<file path="config.mk">
export PLATFORM = sky130hd
export DESIGN_NAME = fetch_unit
export DESIGN_NICKNAME = d
export VERILOG_FILES = /design/src/rtl/fetch_unit.sv
export SDC_FILE = /design/constraint.sdc
export NUM_CORES = 1
export LEC_CHECK = 0
export ABC_AREA = 1
export BUFFER_PORTS_ARGS = -buffer_cell sky130_fd_sc_hd__buf_2
export CORE_MARGIN = 4
export CORE_UTILIZATION = 45
export CTS_BUF_LIST = sky130_fd_sc_hd__clkbuf_16
export CTS_CLUSTER_DIAMETER = 80
export DETAILED_ROUTE_END_ITERATION = 10
export PLACE_DENSITY = 0.7
export SKIP_LAST_GASP = 1
export SYNTH_ARGS = -nofsm -noshare
export SYNTH_HDL_FRONTEND = slang
export SYNTH_SLANG_ARGS = --single-unit
</file>
<file path="constraint.sdc">
create_clock -name clk -period 4.41 [get_ports clk]
set_clock_uncertainty 0.2 [all_clocks]
set_input_delay 0.441 -clock clk [delete_from_list [all_inputs] [get_ports clk]]
set_output_delay 0.441 -clock clk [all_outputs]
set_load 0.1 [all_outputs]
</file>
<file path="src/rtl/fetch_unit.sv">
// Instruction fetch unit: issues word reads to instruction memory, buffers
// one returned instruction for decode, and handles branch redirects,
// including redirects that arrive while a read is still outstanding.
module fetch_unit #(
    parameter logic [31:0] RESET_PC = 32'h0000_0000
) (
    input  logic        clk,
    input  logic        rst_n,
    output logic        imem_req,
    output logic [31:0] imem_addr,
    input  logic        imem_ack,
    input  logic [31:0] imem_rdata,
    input  logic        redirect_valid,
    input  logic [31:0] redirect_pc,
    input  logic        instr_ready,
    output logic        instr_valid,
    output logic [31:0] instr,
    output logic [31:0] instr_pc,
    output logic [6:0]  opcode,
    output logic        misaligned_err
);

    typedef enum logic [1:0] {FETCH, VALID, DRAIN, ERROR} state_t;

    state_t      state;
    logic [31:0] pc;
    logic        req;
    logic [31:0] addr;
    logic        ackd;
    logic        misaligned;

    // An ack only counts while a request is actually outstanding.
    assign ackd       = req & imem_ack;
    assign misaligned = redirect_valid & (redirect_pc[1:0] != 2'b00);

    assign imem_req  = req;
    assign imem_addr = addr;
    assign opcode    = instr[6:0];

    // Fetch sequencing: request issue, buffer load, redirect and error handling.
    always_ff @(posedge clk or negedge rst_n) begin
        if (!rst_n) begin
            state          <= FETCH;
            pc             <= RESET_PC;
            req            <= 1'b0;
            addr           <= RESET_PC;
            instr          <= 32'h0;
            instr_pc       <= 32'h0;
            instr_valid    <= 1'b0;
            misaligned_err <= 1'b0;
        end else begin
            case (state)
                FETCH: begin
                    if (misaligned) begin
                        // A pending read keeps its request up until it is acked.
                        state          <= ERROR;
                        misaligned_err <= 1'b1;
                        instr_valid    <= 1'b0;
                        if (ackd) req <= 1'b0;
                    end else if (redirect_valid) begin
                        pc <= redirect_pc;
                        if (!req || ackd) begin
                            // No read left in flight: go straight to the target.
                            req  <= 1'b1;
                            addr <= redirect_pc;
                        end else begin
                            // Stale read still in flight: wait for it, then discard.
                            state <= DRAIN;
                        end
                    end else if (!req) begin
                        req  <= 1'b1;
                        addr <= pc;
                    end else if (imem_ack) begin
                        instr       <= imem_rdata;
                        instr_pc    <= pc;
                        pc          <= pc + 32'd4;
                        req         <= 1'b0;
                        instr_valid <= 1'b1;
                        state       <= VALID;
                    end
                end
                VALID: begin
                    if (misaligned) begin
                        state          <= ERROR;
                        misaligned_err <= 1'b1;
                        instr_valid    <= 1'b0;
                    end else if (redirect_valid) begin
                        instr_valid <= 1'b0;
                        pc          <= redirect_pc;
                        req         <= 1'b1;
                        addr        <= redirect_pc;
                        state       <= FETCH;
                    end else if (instr_ready) begin
                        instr_valid <= 1'b0;
                        req         <= 1'b1;
                        addr        <= pc;
                        state       <= FETCH;
                    end
                end
                DRAIN: begin
                    if (misaligned) begin
                        state          <= ERROR;
                        misaligned_err <= 1'b1;
                        if (ackd) req <= 1'b0;
                    end else begin
                        if (redirect_valid) pc <= redirect_pc;
                        if (imem_ack) begin
                            // Stale data is dropped; the most recent target wins.
                            req   <= 1'b1;
                            addr  <= redirect_valid ? redirect_pc : pc;
                            state <= FETCH;
                        end
                    end
                end
                ERROR: begin
                    if (ackd) req <= 1'b0;
                end
                default: state <= ERROR;
            endcase
        end
    end

endmodule

</file>
==> results.yml, run 1 <==
cts:
  cts.path.max_buffers: 2
  cts_tree: "built"
  cts_buffers: 17
  clock_sinks: 133
  cts_root_buffer: "clkbuf_16"
  postCtsSetupRepairBufs: 0
  clk_pin_slew_ns: 0.05
  cts.htree.levels: 4
  clk_latency_ns: 0.42
worst_setup_path:
  cp_max_fo: 39
  cpPeakStageDelay_ns: 0.83
  path_class: "flip-flop to flip-flop"
  worstPathCellList: "inv_1 > ha_1 > nor2_1 > o21ai_1 > buf_4 > inv_1 > o21ai_0 > nand2_1 > o21ai_0"
  worst_ep_arrival_time_ns: 3.25
  critical_path_required_ns: 4.50
  critPathLaunchType: "flip-flop"
  cp-end-kind: "flip-flop"
  critPathSlowestCell: "inv_1"
min_path:
  hold_class: "input port to flip-flop"
placed_design:
  gp_congestion: 0.887
  dpl-instance-area_um2: 7370
  place_hpwl_mm: 12.0
  port_buffers: 174
logic_synthesis:
  synth.largest_area_cell: "dfrtp_1"
  yosysTopAreaCellShare: 0.516
  synth.distinct_cells: 33
  avgSynthCellArea_um2: 8.32
  ys_top_cells_by_area: "dfrtp_1, nand2_1, o21ai_0"
  async_reset_ff_frac: 1.00
  ys_seq_elements: 133
  synth_area_um2: 6450
  yosys_warnings: 0
  syn_nets: 849
  yosysSeqAreaShare: 0.516
  synth-edff-count: 0
  synth_cells: 775
  ys.flop_type: "dfrtp_1"
timing:
  rsz0062_at_grt: "no"
  hold_violations: 0
  max_slew_margin: 0.251
  setup_tns_ns: 0
  slew_viol_final: 0
  finalCriticalPeriod_ns: 3.16
  setup_viol: 0
  tightest_slew_ns: 1.12
  timing.final.crit_share: 0.717
  max_freq_mhz: 316
job:
  max-cap-violations: 0
drt:
  wire_per_inst_um: 15.0
  routed_wl_mm: 16.8
  drt_iter0_drc: 346
  drc: 0
  drt-pass1-iter-count: 5
  post_drt_via_cell_ratio: 5.06
  vias: 5680
  ant_nets: 0
floorplanning:
  rows: 43
  pin_count: 175
  start_util: 0.463
  die_w_um: 128
  core_um2: 13900
  die-area_um2: 16300
  die_h_um: 128
finish:
  nFillCells: 1349
  diodes: 0
  final_common_cell: "nand2_1"
  final_nets: 1008
  synthToLayoutAreaGrowth_pct: 22.2
  drive_gt1_frac: 0.260
  fin_util: 0.566
  final_cell_mix: "nand2_1, buf_2, dfrtp_1"
  design_area_um2: 7880
grt:
  grtUsageTotal: 0.212
  grt_pass1_wl_mm: 27.3
  antenna_found_initial: 0
  gr-total-overflow: 0
  grt_max_degree: 98
  grt_pass1_vias: 5385
run_status:
  outcome: "complete, no violations"
## metrics by stage
step,setup WS [ns],hold slack [ns],std cells
finish,1.25,0.0592,1123
global route,0.834,0.0390,1123
CTS,1.30,0.0428,1123
detailed placement,0.993,0.253,1094
global placement,1.06,0.250,1094
floorplan,2.13,-0.0546,775
## registers in the layout, summed over array words and instances (netlist names)
register        count
imem_addr          32
imem_req            1
instr              32
instr_pc           32
instr_valid         1
misaligned_err      1
pc                 32
state               2
## area by class of cell
type                            count  area (um^2)  share of cell area
Multi-Input combinational cell    535         2650               0.336
Inverter                           67          254              0.0322
Clock buffer                       17          425              0.0540
Tap cell                          180          225              0.0286
Sequential cell                   133         3330               0.422
Clock inverter                     11         73.8             0.00937
Timing Repair Buffer              180          925               0.117
## synth_stat cells (7+ instances only)
master / n
nand3_1: 49
clkbuf_1: 15
nand4_1: 11
buf_2: 14
a21oi_1: 10
mux2_2: 33
inv_1: 66
dfrtp_1: 133
nand2_1: 254
buf_4: 7
o21ai_0: 106
nor2_1: 36
nor3_1: 10
## timing repair
action / 4_1_cts / 5_1_grt
hold buffers: 1 / 0
resized for setup: 0 / 0
endpoints found under the setup margin: 0 / 0
endpoints found under the hold margin: 96 / 0
## worst max-delay path, delay by kind of cell, from the launching register on
| family | cells | cell delay [ns] |
|---|---|---|
| adders and majority gates | 1 | 0.42 |
| AOI/OAI and AO/OA | 3 | 0.51 |
| DFF | 1 | 0.37 |
| and+or+nand+nor | 2 | 0.39 |
| buffers and inverters | 3 | 1.13 |
## layer usage
| layer | wire (um) | track usage |
|---|---|---|
| met1 | 7710 | 0.294 |
| met2 | 7720 | 0.338 |
| met4 | 156 | 0.0599 |
| met3 | 1230 | 0.0458 |
| met5 | 0 | 0 |
## path summary, 6_finish.rpt
kind | from | to | slack (ns) | depth (start not counted)
max in group asynchronous | rst_n | instr_pc[4] | 2.50 | 3
worst max-delay path | state[0] | pc[3] | 1.25 | 9
worst min register to register | imem_addr[25] | imem_addr[25] | 0.26 | 2
min in group asynchronous | rst_n | instr_pc[27] | 0.50 | 2
worst min-delay path | imem_rdata[5] | instr[5] | 0.06 | 2
worst max register to register | state[0] | pc[3] | 1.25 | 9
## kinds of logic (layout without fill, tap and decap cells)
group	after synthesis	after routing	synth area share
AOI/OAI and AO/OA	127	127	0.102
muxes	33	33	0.0576
and+or+nand+nor	370	370	0.240
buffers and inverters	107	275	0.0741
adders and majority gates	5	5	0.00970
DFF	133	133	0.516
Power of run 1 is not shown: default switching activity piles up to over one toggle a cycle in this logic, so the estimate is an artifact.
==> run 2, diff against run 1 <==
- clock period: 4.41 -> 3.1 ns (I/O delays scaled with it)
==> run 2 against run 1 <==
  * Global-route usage is 1.1 points higher
  * Design area increased by 6.5%
  * Clock-buffer cell count unchanged
  * Non-clock buffer count is 37 higher
  * Critical endpoint is now pc[21]
  * Largest cell class unchanged
==> results.yml, run 2 (same netlist as run 1, synthesis figures left out) <==
run_status:
  outcome: "complete, no violations"
finish:
  final_nets: 1045
  diodes: 0
  drive_gt1_frac: 0.256
  nFillCells: 1270
  fin_cells: 1164
  synthToLayoutAreaGrowth_pct: 30.2
  final_cell_mix: "nand2_1, buf_2, dfrtp_1"
  final_common_cell: "nand2_1"
placed_design:
  gp_congestion: 0.934
  place_hpwl_mm: 12.3
  port_buffers: 174
  placed_cells_incl_taps: 1099
drt:
  drt_iter0_drc: 382
  post_drt_via_cell_ratio: 5.01
  wire_per_inst_um: 15.1
  vias: 5827
  drt-pass1-iter-count: 5
  routed_wl_mm: 17.6
  ant_nets: 0
  drc: 0
worst_setup_path:
  timing.rr.end: "pc[21]"
  critPathLaunchType: "flip-flop"
  cpPeakStageDelay_ns: 0.41
  worst_ep_arrival_time_ns: 2.65
  worstPathCellList: "inv_1 > ha_1 > nor2_8 > nand2_1 > nand3b_1 > nor2_2 > nand2_1 > o21ai_0 > nand2_1 > nand2_1"
  rrSetupSlack_ns: 0.60
  critPathSlowestCell: "ha_1"
  cp-end-kind: "flip-flop"
  r2r_start: "state[0]"
  reg2reg_depth: 10
  critical_path_required_ns: 3.26
  path_class: "flip-flop to flip-flop"
  cp_max_fo: 9
  cp_common_cell: "nand2_1"
floorplanning:
  rows: 43
  die_h_um: 128
  pin_count: 175
  start_util: 0.463
  core_um2: 13900
  die-area_um2: 16300
  die_w_um: 128
grt:
  grt_pass1_vias: 5835
  grt_pass1_wl_mm: 29.1
  grt_max_degree: 71
  grtUsageTotal: 0.223
  antenna_found_initial: 0
  gr-total-overflow: 0
timing:
  max_freq_mhz: 400
  finalCriticalPeriod_ns: 2.50
  max_slew_margin: 0.547
  slew_viol_final: 0
  setup_tns_ns: 0
  rsz0062_at_grt: "no"
  fin_hold_ws_ns: 0.0624
  hold_violations: 0
  timing.final.crit_share: 0.806
  tightest_slew_ns: 0.674
  setup_viol: 0
cts:
  cts_tree: "built"
  cts_root_buffer: "clkbuf_16"
  cts_buffers: 17
  clock_sinks: 133
  clk_pin_slew_ns: 0.06
  cts.path.max_buffers: 2
  cts.htree.levels: 4
  postCtsSetupRepairBufs: 0
  clk_latency_ns: 0.42
min_path:
  whs_endpoint: "pc[30]"
  hold_class: "input port to flip-flop"
  hold_depth: 5
  min_from: "redirect_pc[30]"
job:
  max-cap-violations: 0
run 2: repair_timing:
item / CTS / global route
hold buffers: 33 / 0
gates resized for setup: 0 / 0
hold endpoints to repair: 100 / 0
setup endpoints to repair: 0 / 0
run 2: worst max path at each step:
stage,start,end,slack (ns),depth (start not counted)
after CTS,state[0],pc[21],0.60,11
after global routing,state[1],pc[13],0.27,9
after floorplan,imem_req,pc[3],0.82,8
after detailed placement,state[0],pc[15],0.61,10
final,state[0],pc[21],0.60,10
after global placement,state[0],pc[13],0.69,9
run 2: per-stage QoR:
step	utilization	cell area, um^2	setup WS, ns
floorplan	-	6450	0.824
global placement	0.534	7450	0.693
CTS	0.603	8400	0.602
finish	0.603	8400	0.601
global route	0.603	8400	0.271
detailed placement	0.534	7450	0.609
run 2: layer usage:
layer | up-vias | global-route usage | routed length [um]
li1 | 2914 | - | -
met1 | 2686 | 0.305 | 8120
met2 | 203 | 0.346 | 7900
met3 | 24 | 0.0525 | 1220
met4 | 0 | 0.0861 | 331
met5 | - | 0 | 0
run 2: worst max-delay path, delay by kind of cell, from the launching register on:
kind,cells,cell delay [ns]
fa+ha+maj,1,0.41
flops,1,0.38
compound gates,1,0.20
buf+inv,1,0.09
simple gates,7,1.16
run 2: cell type report:
type	count	area (um^2)	area share
Tap cell	180	225	0.0268
Timing Repair Buffer	217	1320	0.157
Inverter	67	254	0.0302
Multi-Input combinational cell	535	2650	0.316
Clock buffer	17	425	0.0507
Clock inverter	15	194	0.0231
Sequential cell	133	3330	0.396
Power of run 2 is left out for the same reason.
